### config.mk
export PLATFORM = sky130hd
export DESIGN_NAME = stack_engine_flat
export DESIGN_NICKNAME = d
export VERILOG_FILES = /design/src/rtl/stack_engine_if.sv /design/src/rtl/stack_engine.sv /design/src/flat_wrapper.sv
export SDC_FILE = /design/constraint.sdc
export NUM_CORES = 1
export LEC_CHECK = 0
export ABC_AREA = 0
export CAP_MARGIN = 0
export CORE_MARGIN = 5
export CORE_UTILIZATION = 51
export DETAILED_ROUTE_END_ITERATION = 10
export GPL_ROUTABILITY_DRIVEN = 0
export PLACE_DENSITY = 0.7
export SLEW_MARGIN = 20
export SYNTH_ARGS = -nofsm -noshare
export SYNTH_HDL_FRONTEND = slang
export SYNTH_SLANG_ARGS = --single-unit
### constraint.sdc
create_clock -name Clk -period 5.1 [get_ports Clk]
set_clock_uncertainty 0.05 [all_clocks]
set_input_delay 0.51 -clock Clk [delete_from_list [all_inputs] [get_ports Clk]]
set_output_delay 0.51 -clock Clk [all_outputs]
set_load 0.05 [all_outputs]
### src/rtl/stack_engine_if.sv
// Command/response bundle between the control unit (master) and the stack engine (slave).
interface stack_engine_if #(
    parameter int WIDTH = 16,
    parameter int DEPTH = 8
);
    localparam int CW = $clog2(DEPTH + 1);

    logic             op_valid;
    logic             op_ready;
    logic [1:0]       op;
    logic [WIDTH-1:0] wdata;
    logic             rsp_valid;
    logic [WIDTH-1:0] rdata;
    logic             err;
    logic [CW-1:0]    count;
    logic             full;
    logic             empty;

    modport master (
        output op_valid, op, wdata,
        input  op_ready, rsp_valid, rdata, err, count, full, empty
    );

    modport slave (
        input  op_valid, op, wdata,
        output op_ready, rsp_valid, rdata, err, count, full, empty
    );
endinterface

### src/rtl/stack_engine.sv
// Parametrised hardware stack with a fixed-latency IDLE -> BUSY -> RESP access sequence.
// All architectural state (count, rdata, err, storage) commits on the edge entering RESP.
module stack_engine #(
    parameter int WIDTH = 16,
    parameter int DEPTH = 8,
    parameter int LAT   = 2,
    parameter int CW    = $clog2(DEPTH + 1)
) (
    input  logic         Clk,
    input  logic         Reset,
    stack_engine_if.slave bus
);
    localparam int AW = $clog2(DEPTH);
    localparam int LW = $clog2(LAT + 1);

    localparam logic [1:0] OP_PUSH  = 2'b00;
    localparam logic [1:0] OP_POP   = 2'b01;
    localparam logic [1:0] OP_PEEK  = 2'b10;
    localparam logic [1:0] OP_CLEAR = 2'b11;

    typedef enum logic [1:0] {S_IDLE, S_BUSY, S_RESP} state_t;

    state_t           state_q, state_d;
    logic [LW-1:0]    lcnt_q, lcnt_d;
    logic [1:0]       op_q;
    logic [WIDTH-1:0] wdata_q;
    logic [CW-1:0]    count_q, count_d;
    logic [WIDTH-1:0] rdata_q, rdata_d;
    logic             err_q, err_d;
    logic [WIDTH-1:0] mem_q [DEPTH];

    logic             op_ready;
    logic             accept;
    logic             commit;
    logic             wr_en;
    logic [1:0]       cmd_op;
    logic [WIDTH-1:0] cmd_data;
    logic             is_full;
    logic             is_empty;
    logic [AW-1:0]    wr_idx;
    logic [AW-1:0]    rd_idx;

    assign accept   = bus.op_valid & op_ready;
    // With LAT=1 the commit happens on the accept edge itself, so the live inputs are used.
    assign commit   = ((state_q == S_IDLE) && accept && (LAT == 1)) ||
                      ((state_q == S_BUSY) && (lcnt_q == LW'(1)));
    assign cmd_op   = (state_q == S_IDLE) ? bus.op    : op_q;
    assign cmd_data = (state_q == S_IDLE) ? bus.wdata : wdata_q;
    assign is_full  = (count_q == CW'(DEPTH));
    assign is_empty = (count_q == '0);
    assign wr_idx   = AW'(count_q);
    assign rd_idx   = AW'(count_q - CW'(1));

    always_ff @(posedge Clk) begin
        if (!Reset) begin
            state_q <= S_IDLE;
            lcnt_q  <= '0;
            op_q    <= OP_PUSH;
            wdata_q <= '0;
            count_q <= '0;
            rdata_q <= '0;
            err_q   <= 1'b0;
        end else begin
            state_q <= state_d;
            lcnt_q  <= lcnt_d;
            count_q <= count_d;
            rdata_q <= rdata_d;
            err_q   <= err_d;
            if (accept) begin
                op_q    <= bus.op;
                wdata_q <= bus.wdata;
            end
        end
    end

    // Storage is never cleared; a reset edge simply suppresses the write.
    always_ff @(posedge Clk) begin
        if (Reset && wr_en) begin
            mem_q[wr_idx] <= cmd_data;
        end
    end

    always_comb begin
        state_d = state_q;
        lcnt_d  = lcnt_q;
        case (state_q)
            S_IDLE: begin
                if (accept) begin
                    lcnt_d  = LW'(LAT - 1);
                    state_d = (LAT == 1) ? S_RESP : S_BUSY;
                end
            end
            S_BUSY: begin
                lcnt_d = lcnt_q - LW'(1);
                if (lcnt_q == LW'(1)) begin
                    state_d = S_RESP;
                end
            end
            S_RESP:  state_d = S_IDLE;
            default: state_d = S_IDLE;
        endcase
    end

    always_comb begin
        count_d = count_q;
        rdata_d = rdata_q;
        err_d   = err_q;
        wr_en   = 1'b0;
        if (commit) begin
            case (cmd_op)
                OP_PUSH: begin
                    if (is_full) begin
                        err_d = 1'b1;
                    end else begin
                        wr_en   = 1'b1;
                        count_d = count_q + CW'(1);
                        err_d   = 1'b0;
                    end
                end
                OP_POP: begin
                    if (is_empty) begin
                        rdata_d = '0;
                        err_d   = 1'b1;
                    end else begin
                        rdata_d = mem_q[rd_idx];
                        count_d = count_q - CW'(1);
                        err_d   = 1'b0;
                    end
                end
                OP_PEEK: begin
                    if (is_empty) begin
                        rdata_d = '0;
                        err_d   = 1'b1;
                    end else begin
                        rdata_d = mem_q[rd_idx];
                        err_d   = 1'b0;
                    end
                end
                default: begin
                    count_d = '0;
                    err_d   = 1'b0;
                end
            endcase
        end
    end

    // op_ready is gated by Reset so it is low throughout reset and high as soon as it releases.
    always_comb begin
        op_ready      = (state_q == S_IDLE) && Reset;
        bus.rsp_valid = (state_q == S_RESP);
    end

    assign bus.op_ready = op_ready;
    assign bus.rdata    = rdata_q;
    assign bus.err      = err_q;
    assign bus.count    = count_q;
    assign bus.full     = is_full;
    assign bus.empty    = is_empty;
endmodule
### src/flat_wrapper.sv
// flat-port wrapper written by rule: the top's interface ports become plain ports
module stack_engine_flat 
#(
    parameter int WIDTH = 16,
    parameter int DEPTH = 8,
    parameter int LAT   = 2,
    parameter int CW    = $clog2(DEPTH + 1)
)
  (Clk, Reset, bus_op_valid, bus_op, bus_wdata, bus_op_ready, bus_rsp_valid, bus_rdata, bus_err, bus_count, bus_full, bus_empty);
  stack_engine_if #(.WIDTH(WIDTH), .DEPTH(DEPTH)) bus_i ();
  input  logic Clk;
  input  logic Reset;
  input wire logic [$bits(bus_i.op_valid)-1:0] bus_op_valid;
  input wire logic [$bits(bus_i.op)-1:0] bus_op;
  input wire logic [$bits(bus_i.wdata)-1:0] bus_wdata;
  output wire logic [$bits(bus_i.op_ready)-1:0] bus_op_ready;
  output wire logic [$bits(bus_i.rsp_valid)-1:0] bus_rsp_valid;
  output wire logic [$bits(bus_i.rdata)-1:0] bus_rdata;
  output wire logic [$bits(bus_i.err)-1:0] bus_err;
  output wire logic [$bits(bus_i.count)-1:0] bus_count;
  output wire logic [$bits(bus_i.full)-1:0] bus_full;
  output wire logic [$bits(bus_i.empty)-1:0] bus_empty;
  assign bus_i.op_valid = bus_op_valid;
  assign bus_i.op = bus_op;
  assign bus_i.wdata = bus_wdata;
  assign bus_op_ready = bus_i.op_ready;
  assign bus_rsp_valid = bus_i.rsp_valid;
  assign bus_rdata = bus_i.rdata;
  assign bus_err = bus_i.err;
  assign bus_count = bus_i.count;
  assign bus_full = bus_i.full;
  assign bus_empty = bus_i.empty;
  stack_engine #(.WIDTH(WIDTH), .DEPTH(DEPTH), .LAT(LAT), .CW(CW)) u_core (.Clk(Clk), .Reset(Reset), .bus(bus_i));
endmodule
After elaboration in Yosys (flattened, before gate mapping)
Memory sizes are Yosys's and may differ from the RTL's.
Index checks and enable logic that the tools add are counted.
Widths: inputs -> output; s select.
- memories: 1
- flip-flop bits (word level): 43
- memory bits (writable): 128
- output and inout port bits: 25
- multiplexer cells: 18
- equality and inequality tests: 10
- bitwise operators: 2
- reduce and logical (&&, ||, !) cells: 12
- $add $sub $neg: 3
- memory list (memory ; words ; width ; read ports ; clocked after memory_dff ; wr ports ; RTL line ; text):
    u_core.mem_q ; 8 ; 16 ; 1 ; 0 ; 1 ; stack_engine.sv:30 ; logic [WIDTH-1:0] mem_q [DEPTH];
- operators with widths (cell ; count):
    $mux 16 ; 2
    $pmux 4 s3 ; 1
    $mux 4 ; 2
    $pmux 2 s2 ; 2
    $mux 1 ; 7
    $eq 2x1->1 const B ; 3
    $mux 2 ; 3
    $ne 2x2->1 const B ; 3
    $reduce_and 2->1 ; 3
    $add 4x1->4 const B ; 1
    $eq 2x2->1 const B ; 2
    $eq 4x4->1 const B ; 1
    $logic_not 2->1 ; 2
    $logic_not 4->1 ; 1
    $reduce_and 4->1 ; 1
    $sub 4x1->4 const B ; 1
    $logic_and 1x1->1 ; 3
    $ne 2x1->1 const B ; 1
    $pmux 1 s2 ; 1
    $reduce_bool 2->1 ; 1
    $reduce_or 2->1 ; 1
    $sub 2x1->2 const B ; 1
    $and 1x1->1 ; 1
    $not 1->1 ; 1

Depth between registers and ports, before layout
Gate-level depths: netlist of run 1.
- word-level depth: 8
- mapped depth: 10

Worst setup path before layout of run 1
No wires, ideal clock.
- path type: register -> register
- from: register u_core.state_q[1]
- to: memory u_core.mem_q[4][0] (enable)
- cell stages (with the launch flop): 8
- setup slack: 1.914 ns
- arrival: 2.726 ns
- setup time: 0.409 ns
- path buffers: 1
- cells stage by stage: dfxtp_1 > nor2_1 > buf_2 > mux2_2 > inv_1 > ha_1 > nand4_1 > nor3_1
- word-level cells in the longest chain between the ends: 8
- elaborated cells on any way between the ends: 10
- classes of those cells: 1 x eq/ne; 5 x mux; 4 x reduce/logical
- RTL lines (item ; RTL line ; text):
    start: declaration ; stack_engine.sv:23 ; state_t state_q, state_d;
    start signal: assignment ; stack_engine.sv:64 ; state_q <= state_d;
    $logic_not 2->1 ; - ;
    $mux 2 ; stack_engine.sv:47 ; assign cmd_op = (state_q == S_IDLE) ? bus.op : op_q;
    $logic_not 2->1 ; stack_engine.sv:110 ; case (cmd_op)
    $mux 1 ; stack_engine.sv:110 ;
    $mux 1 (*) ; stack_engine.sv:109 ; if (commit) begin
    $logic_and 1x1->1 (*) ; stack_engine.sv:78 ; if (Reset && wr_en) begin
    $mux 1 (*) ; stack_engine.sv:78 ;
    $mux 1 (implied by the code) (*) ; stack_engine.sv:79 ; mem_q[wr_idx] <= cmd_data;
    end: declaration ; stack_engine.sv:30 ;
Mark *: on every way between the ends. The rest lies on a longest branch, timed or not.

Final worst setup path of run 1
- from: register u_core.state_q[1]
- to: register u_core.rdata_q[12], in the netlist u_core.bus.rdata[12]
- word-level cells in the longest chain between the ends: 5
- elaborated cells on any way between the ends: 8
- classes of those cells: 3 x eq/ne; 1 x mux; 4 x reduce/logical
- RTL lines (item ; RTL line ; text):
    $logic_not 2->1 ; - ;
    $mux 2 ; stack_engine.sv:47 ;
    $eq 2x1->1 / $eq 2x2->1 (equally long branches) ; stack_engine.sv:110 ;
    $reduce_or 2->1 (no line) ; - ;
    $reduce_and 2->1 (no line) (*) ; - ;
    end signal: assignment ; stack_engine.sv:67 ; rdata_q <= rdata_d;
    end: declaration ; stack_engine.sv:28 ; logic [WIDTH-1:0] rdata_q, rdata_d;
Marked as above.
A chain may end at the register's enable or synchronous reset.

==> impl_metrics.ini, run 1 <==
[status]
status = complete, no violations

[clocking]
cts_buffers = 17
cts-resized-gates = 0
clk_path_buf_depth = 2
ctsHoldBuffers = 0
cts_tree = built
htreeDepth = 4
clkSinkCount = 171
clk_latency_ns = 0.42
clock-root-buffer = clkbuf_16
cts_setup_buffers = 0
path_clk_slew_ns = 0.06

[global_route]
grt_pass1_vias = 3972
overflow = 0
grt_util_all_layers = 0.1789
antenna_found_initial = 0
grt_start_max_net_pins = 42
grt_pass1_wl_um = 21670

[worst_setup_path]
crit_slowest_cell = and3_1
timing.rr.start = u_core.state_q[1]$_SDFFE_PN0P_
rrSetupSlack_ns = 1.77
ff2ff_path_depth = 8
start_kind = flop
cp-endpoint = u_core.bus.rdata[12]$_SDFFE_PN0P_
crit_start = u_core.state_q[1]$_SDFFE_PN0P_
cp-end-kind = flop
criticalPathCategory = reg -> reg
max_stage_delay_ns = 0.76
cp_cell_sequence = nor2_1 > buf_4 > mux2i_2 > inv_1 > ha_1 > and3_1 > nand3_4 > o211ai_1
r2r_end = u_core.bus.rdata[12]$_SDFFE_PN0P_
crit_required_ns = 5.38
crit_fanout = 20
arrival_ns = 3.61

[logic_synthesis]
synth_fp_nets = 480
synth-edff-count = 128
synth_top_area_share = 0.5540
synth.most_common_cell = edfxtp_1
synthArstFlopShare = 0
synthFlopType = edfxtp_1
synth_seq_area_share = 0.6781
avgSynthCellArea_um2 = 15.38
synth_area_um2 = 6938
synth_cells = 451
synthTopCellsByArea = edfxtp_1, dfxtp_1, mux4_2, nand2_1, mux2_2
synth_warnings = 0
synthTopCellsByCount = edfxtp_1, nand2_1, dfxtp_1
yosysTopAreaCell = edfxtp_1
ys_types = 38
ys_ff_latch = 171

[sta]
setup_viol = 0
drv_slew = 0
worst_pin_slew_ns = 0.9961
fin_crit_ns = 3.328
fin_crit_sh = 0.6526
rsz0062_at_grt = no
max_freq_ghz = 0.3005
slew_headroom = 0.3360
tns_ns = 0
timing_hold_violations_final = 0

[placement]
port_buffers = 45
hpwl_um = 8834

[routing]
drt_first_iter_violations = 262
vias = 3856
ant_nets = 0
first_pass_iters = 6
wire_per_inst_um = 19.86
drc = 0
vias_per_cell = 5.605
wl_um = 13660

[power]
netSwitchingFraction = 0.2082
pwr-share-comb = 0.063
p_switching_uw = 631.2
ir_drop_mv = 0.1992
intPower_mw = 2.401
clkPwrFrac = 0.429
power_density_nw_per_um2 = 371.3
seqPwrFrac = 0.508
leakagePower_nw = 2.757

[hold_path]
hold_path_class = reg -> reg
min_from = u_core.wdata_q[1]$_SDFFE_PN0P_

[cells_and_area]
fin_util = 0.6142
final_nets = 528
final_layout_size_suffix_gt1_frac = 0.2168
fillers = 991
syn2layout_area_growth_pct = 17.71
diodes = 0

[flow_run]
cap_violations = 0

[floorplanning]
core_area_um2 = 13300
initial_core_util = 0.5218
rows = 42
die_height_um = 126.6
die_area_um2 = 16040
num_io_pins = 46
die_w_um = 126.6
power groups by stage:
stage | Sequential (mW) | Combinational, mW | Clock [mW]
after global routing | 1.54 | 0.210 | 1.38
after detailed placement | 1.57 | 0.192 | 0
after CTS | 1.54 | 0.193 | 1.32
after floorplan | 1.57 | 0.125 | 0
after global placement | 1.57 | 0.187 | 0
final | 1.54 | 0.192 | 1.30
cells by family (layout without fill, tap and decap cells):
family                     after synthesis  in the layout  synth area share
AOI/OAI and AO/OA                       50             50           0.05483
adders and majority gates                8              8           0.01443
buffers and inverters                   50            111           0.03282
DFF                                    171            171            0.6781
muxes                                   55             55            0.1408
and+or+nand+nor                        117            117           0.07899
metrics by stage:
| step | worst slack, ns | total power, mW | area, um^2 | instances | hold slack (ns) |
|---|---|---|---|---|---|
| final | 1.772 | 3.032 | 8167 | 688 | 0.4102 |
| after global routing | 1.532 | 3.135 | 8167 | 688 | 0.4355 |
| after CTS | 1.724 | 3.053 | 8167 | 688 | 0.4143 |
| after detailed placement | 1.658 | 1.763 | 7564 | 656 | 0.3960 |
| after global placement | 1.734 | 1.757 | 7564 | 656 | 0.3926 |
| after floorplan | 1.914 | 1.697 | 6938 | 451 | 0.3835 |
how the worst min path moves through the flow:
stage | slack [ns] | cells past startpoint | end
floorplan | 0.38 | 2 | u_core.op_q[0]$_SDFFE_PN0P_
global placement | 0.39 | 2 | u_core.wdata_q[6]$_SDFFE_PN0P_
detailed placement | 0.40 | 2 | u_core.bus.rdata[5]$_SDFFE_PN0P_
CTS | 0.41 | 2 | u_core.wdata_q[1]$_SDFFE_PN0P_
global route | 0.44 | 2 | u_core.wdata_q[1]$_SDFFE_PN0P_
finish | 0.41 | 2 | u_core.wdata_q[1]$_SDFFE_PN0P_
critical path: cells and delay by family (launching register included):
| kind | cells | cell delay [ns] |
|---|---|---|
| muxes | 1 | 0.45 |
| AOI/OAI and AO/OA | 1 | 0.31 |
| adders and majority gates | 1 | 0.35 |
| buffers and inverters | 2 | 0.39 |
| and+or+nand+nor | 3 | 1.32 |
| DFF | 1 | 0.36 |
sequential cells by signal, summed over array words and instances (netlist names):
name,cells
u_core.bus.count,4
u_core.bus.err,1
u_core.bus.rdata,16
u_core.lcnt_q,2
u_core.mem_q,128
u_core.op_q,2
u_core.state_q,2
u_core.wdata_q,16
area by class of cell:
class | instances | area, um^2 | area share
Sequential cell | 171 | 4706 | 0.5762
Timing Repair Buffer | 56 | 533.0 | 0.06527
Clock buffer | 21 | 460.4 | 0.05638
Multi-Input combinational cell | 230 | 2018 | 0.2471
Tap cell | 176 | 220.2 | 0.02696
Clock inverter | 11 | 142.6 | 0.01747
Inverter | 23 | 86.33 | 0.01057
cell usage in the layout (no fill, tap or decap), drive strengths merged, types with 3 or more instances in the layout:
master | Yosys | routed
and3 | 4 | 4
edfxtp | 128 | 128
nor3 | 4 | 4
clkbuf | 11 | 21
o211ai | 18 | 18
dfxtp | 43 | 43
nand2 | 63 | 63
clkdlybuf4s50 | 0 | 45
nand2b | 6 | 6
nand3 | 18 | 18
nor2 | 11 | 11
o21ai | 20 | 20
buf | 16 | 11
o22ai | 3 | 3
ha | 8 | 8
clkinv | 0 | 5
inv | 23 | 24
mux2i | 5 | 5
mux2 | 18 | 18
mux4 | 32 | 32
bufinv | 0 | 3
per-layer routing:
layer,global-route usage,vias up,wire [um]
met5,0,-,0
met4,0.06120,0,204
met3,0.04624,20,644
met2,0.2880,127,6768
met1,0.2388,1923,6046
li1,-,1786,-
Note: power is estimated with default switching activity, not from simulation.
==> run 2: changes to the inputs <==
PLACE_DENSITY = 0.73   (was 0.7)
clock period = 2.9 ns   (was 5.1 ns; I/O delays follow)
==> impl_metrics.ini, run 2 (synthesis gave the netlist of run 1 again) <==
[power]
p_switching_mw = 1.148
intPower_mw = 4.188
pwr-share-comb = 0.066
ir_drop_mv = 0.5099
leakagePower_nw = 2.790
clkPwrFrac = 0.426
seqPwrFrac = 0.508
netSwitchingFraction = 0.2152
power_density_nw_per_um2 = 649.7

[global_route]
grt_pass1_vias = 4033
grt_util_all_layers = 0.1829
overflow = 0
grt_start_max_net_pins = 37
grt_pass1_wl_um = 22000
antenna_found_initial = 0

[sta]
rsz0062_at_grt = no
tns_ns = 0
fin_crit_sh = 0.9078
max_freq_ghz = 0.3798
worst_pin_slew_ns = 0.7112
fin_crit_ns = 2.633
slew_headroom = 0.5259
timing_hold_violations_final = 0
setup_viol = 0
drv_slew = 0

[clocking]
path_clk_slew_ns = 0.06
cts_setup_buffers = 0
cts-resized-gates = 0
htreeDepth = 4
clock-root-buffer = clkbuf_16
cts_tree = built
cts_buffers = 17
clkSinkCount = 171
clk_latency_ns = 0.42
ctsHoldBuffers = 0
clk_path_buf_depth = 2

[cells_and_area]
layout_common_cells = edfxtp_1, nand2_1, clkdlybuf4s50_1
syn2layout_area_growth_pct = 18.39
diodes = 0
mostFrequentLayoutCell = edfxtp_1
final_nets = 534
regMostFlops = u_core.mem_q
final_layout_size_suffix_gt1_frac = 0.2239
instances_no_fill = 694
largest_reg_flops = 128

[worst_setup_path]
crit_required_ns = 2.96
ff2ff_path_depth = 7
arrival_ns = 2.69
criticalPathCategory = reg -> reg
cp-end-kind = flop
start_kind = flop
crit_fanout = 16

[hold_path]
holdPathStages = 3
hold_path_class = in -> reg

[floorplanning]
initial_core_util = 0.5218
die_height_um = 126.6
num_io_pins = 46
die_area_um2 = 16040
die_w_um = 126.6
rows = 42
core_area_um2 = 13300

[placement]
dp_cells = 662
hpwl_um = 9069
port_buffers = 45

[routing]
wire_per_inst_um = 20.05
drc = 0
vias_per_cell = 5.683
vias = 3944
drt_first_iter_violations = 286
first_pass_iters = 5
wl_um = 13910
ant_nets = 0

[status]
status = complete, no violations

[flow_run]
cap_violations = 0
[run 2: cell count changes in the layout (fill, tap and decap cells not counted), moves of 2 or more]
cell      delta
buf_4        +6
clkbuf_8     -2
clkinv_1     +2
clkinv_2     -2
[run 2: layout make-up]
type | instances | area (um^2)
Fill cell | 963 | 5081
Sequential cell | 171 | 4706
Clock buffer | 18 | 429.2
Tap cell | 176 | 220.2
Inverter | 23 | 86.33
Clock inverter | 14 | 168.9
Multi-Input combinational cell | 230 | 2016
Timing Repair Buffer | 62 | 588.1
[run 2: path summary, 6_finish.rpt]
path,from,end,slack [ns]
setup reg to reg,u_core.state_q[1]$_SDFFE_PN0P_,u_core.mem_q[0][8]$_DFFE_PP_,0.27
hold / removal,bus_wdata[0],u_core.wdata_q[0]$_SDFFE_PN0P_,0.39
setup / recovery,u_core.state_q[1]$_SDFFE_PN0P_,u_core.mem_q[0][8]$_DFFE_PP_,0.27
hold reg to reg,u_core.wdata_q[5]$_SDFFE_PN0P_,u_core.wdata_q[5]$_SDFFE_PN0P_,0.41
[run 2: worst max-delay path, stage by stage (launching register included)]
cell and delay [ns]:
dfxtp_1 0.36, nor2_1 0.33, mux2_2 0.42, inv_1 0.11, ha_1 0.31, nand4_1 0.24, nor3_2 0.18, buf_4 0.29
[run 2: metrics by stage]
step / total power, mW / utilization / cell area (um^2) / hold WS (ns) / setup WS (ns)
after global placement: 3.101 / 0.5728 / 7616 / 0.3931 / 0.4015
final: 5.336 / 0.6178 / 8214 / 0.3942 / 0.2673
after detailed placement: 3.113 / 0.5728 / 7616 / 0.3984 / 0.2956
after floorplan: 2.984 / - / 6938 / 0.3486 / -0.2856
after CTS: 5.377 / 0.6178 / 8214 / 0.3854 / 0.2742
after global routing: 5.530 / 0.6178 / 8214 / 0.4174 / 0.08222
[run 2: per-layer routing]
layer	up-vias	GRT usage	wire length, um
li1	1806	-	-
met1	2003	0.2263	5662
met2	119	0.3151	7304
met3	16	0.04582	763
met4	0	0.06183	183
met5	-	0	0
[run 2: power groups by stage]
stage	registers, mW	logic (mW)	clock network (mW)
global route	2.71	0.384	2.43
floorplan	2.76	0.220	0
finish	2.71	0.354	2.27
global placement	2.76	0.342	0
detailed placement	2.76	0.352	0
CTS	2.71	0.354	2.31
==> run 3: changes to the inputs <==
==> constraint.sdc (replaced) <==
create_clock -name Clk -period 2.9 [get_ports Clk]
set_clock_uncertainty 0.05 [all_clocks]
set_input_delay 0.58 -clock Clk [delete_from_list [all_inputs] [get_ports Clk]]
set_output_delay 0.58 -clock Clk [all_outputs]
set_load 0.05 [all_outputs]
==> impl_metrics.ini, run 3 (synthesis gave the netlist of run 1 again) <==
[worst_setup_path]
criticalPathCategory = reg -> out
rrSetupSlack_ns = 0.36
max_stage_delay_ns = 0.80
ff2ff_path_depth = 7
start_kind = flop
arrival_ns = 2.12
r2r_end = u_core.mem_q[3][14]$_DFFE_PP_
crit_fanout = 6
cp-end-kind = output port
crit_required_ns = 2.27
timing.rr.start = u_core.state_q[1]$_SDFFE_PN0P_
crit_slowest_cell = clkdlybuf4s50_1
cp_cell_sequence = inv_1 > ha_1 > and3b_1 > clkdlybuf4s50_1

[hold_path]
hold_path_class = reg -> reg
holdPathStages = 2
min_from = u_core.wdata_q[13]$_SDFFE_PN0P_
hold_end = u_core.wdata_q[13]$_SDFFE_PN0P_

[cells_and_area]
final_nets = 534
regMostFlops = u_core.mem_q
diodes = 0
fillers = 952
syn2layout_area_growth_pct = 20.22
mostFrequentLayoutCell = edfxtp_1
layout_common_cells = edfxtp_1, nand2_1, clkdlybuf4s50_1
fin_area_um2 = 8341
largest_reg_flops = 128
final_layout_size_suffix_gt1_frac = 0.2297
instances_no_fill = 694

[sta]
fin_crit_ns = 2.751
whs_ns = 0.4059
fin_crit_sh = 0.9486
setup_viol = 0
drv_slew = 0
max_freq_ghz = 0.3635
timing_hold_violations_final = 0
rsz0062_at_grt = no
slew_headroom = 0.5229
worst_pin_slew_ns = 0.7157

[clocking]
clk_path_buf_depth = 2
ctsHoldBuffers = 0
path_clk_slew_ns = 0.06
htreeDepth = 4
cts_tree = built
clkSinkCount = 171
cts_buffers = 17
cts_setup_buffers = 0
clk_latency_ns = 0.42
clock-root-buffer = clkbuf_16

[power]
finalPower_mw = 5.505
pwr-share-comb = 0.063
p_switching_mw = 1.170
intPower_mw = 4.334
power_density_nw_per_um2 = 660.0
leakagePower_nw = 2.829
seqPwrFrac = 0.492
clkPwrFrac = 0.445
netSwitchingFraction = 0.2126
ir_drop_mv = 0.4184

[global_route]
use_met3 = 0.04330
grt.busiest_layer = met2
antenna_found_initial = 0
use_met1 = 0.2591
grt_util_all_layers = 0.1791
overflow = 0
grt_pass1_vias = 3935
grt_pass1_wl_um = 21730
grt_start_max_net_pins = 41
use_met2 = 0.2681

[routing]
vias = 3846
wl_um = 13440
vias_per_cell = 5.542
first_pass_iters = 4
wire_per_inst_um = 19.36
drt_first_iter_violations = 393
drc = 0
ant_nets = 0

[floorplanning]
die_w_um = 126.6
core_area_um2 = 13300
initial_core_util = 0.5218
die_height_um = 126.6
die_area_um2 = 16040
rows = 42
num_io_pins = 46

[placement]
hpwl_um = 8769
dp_cells = 662
place_area_um2 = 7679
port_buffers = 45

[status]
status = complete, no violations

[flow_run]
cap_violations = 0
run 3: cell type report:
type / count / area [um^2] / share of cell area
timing repair buffer: 62 / 653.1 / 0.07831
multi-input combinational: 230 / 2016 / 0.2417
inverter: 23 / 86.33 / 0.01035
tap: 176 / 220.2 / 0.02640
clock inverter: 12 / 170.2 / 0.02040
sequential: 171 / 4706 / 0.5642
clock buffer: 20 / 489.2 / 0.05866
run 3: worst max-delay path by stage:
stage / startpoint / slack (ns) / cells past startpoint / to
5_1_grt: u_core.bus.count[1]$_SDFFE_PN0P_ / 0.03 / 4 / bus_full
6_report: u_core.bus.count[0]$_SDFFE_PN0P_ / 0.15 / 4 / bus_full
3_3_place_gp: bus_op[0] / 0.18 / 7 / u_core.mem_q[3][4]$_DFFE_PP_
4_1_cts: u_core.bus.count[0]$_SDFFE_PN0P_ / 0.07 / 5 / bus_empty
2_1_floorplan: u_core.state_q[1]$_SDFFE_PN0P_ / -0.29 / 7 / u_core.mem_q[4][0]$_DFFE_PP_
3_5_place_dp: bus_op[0] / 0.13 / 7 / u_core.mem_q[0][2]$_DFFE_PP_
run 3: stage by stage:
step	worst slack, ns	setup TNS, ns	utilization
after floorplan	-0.2856	-9.124	-
after global placement	0.1832	0	0.5775
after detailed placement	0.1271	0	0.5775
after CTS	0.07177	0	0.6271
after global routing	0.02922	0	0.6273
final	0.1490	0	0.6273
run 3: worst max-delay path, delay by kind of cell, from the launching register on:
family,cells,cell delay (ns)
buffers and inverters,2,0.88
AND/OR/NAND/NOR,1,0.21
flip-flops,1,0.32
adder cells (fa/ha/maj),1,0.27
run 3: per-layer routing:
layer,vias up,wire length (um)
li1,1799,-
met1,1894,5979
met2,143,6396
met3,10,907
met4,0,155
met5,-,0
run 3: what timing repair did:
action | in CTS | in global routing
setup endpoints to repair | 0 | 1
resized for setup | 0 | 1
hold endpoints to repair | 0 | 0
run 3: power groups by stage:
stage | Clock [mW] | Sequential (mW) | Combinational [mW]
2_1_floorplan | 0 | 2.76 | 0.220
3_3_place_gp | 0 | 2.76 | 0.332
3_5_place_dp | 0 | 2.76 | 0.344
4_1_cts | 2.49 | 2.71 | 0.350
5_1_grt | 2.62 | 2.71 | 0.381
6_report | 2.45 | 2.71 | 0.346
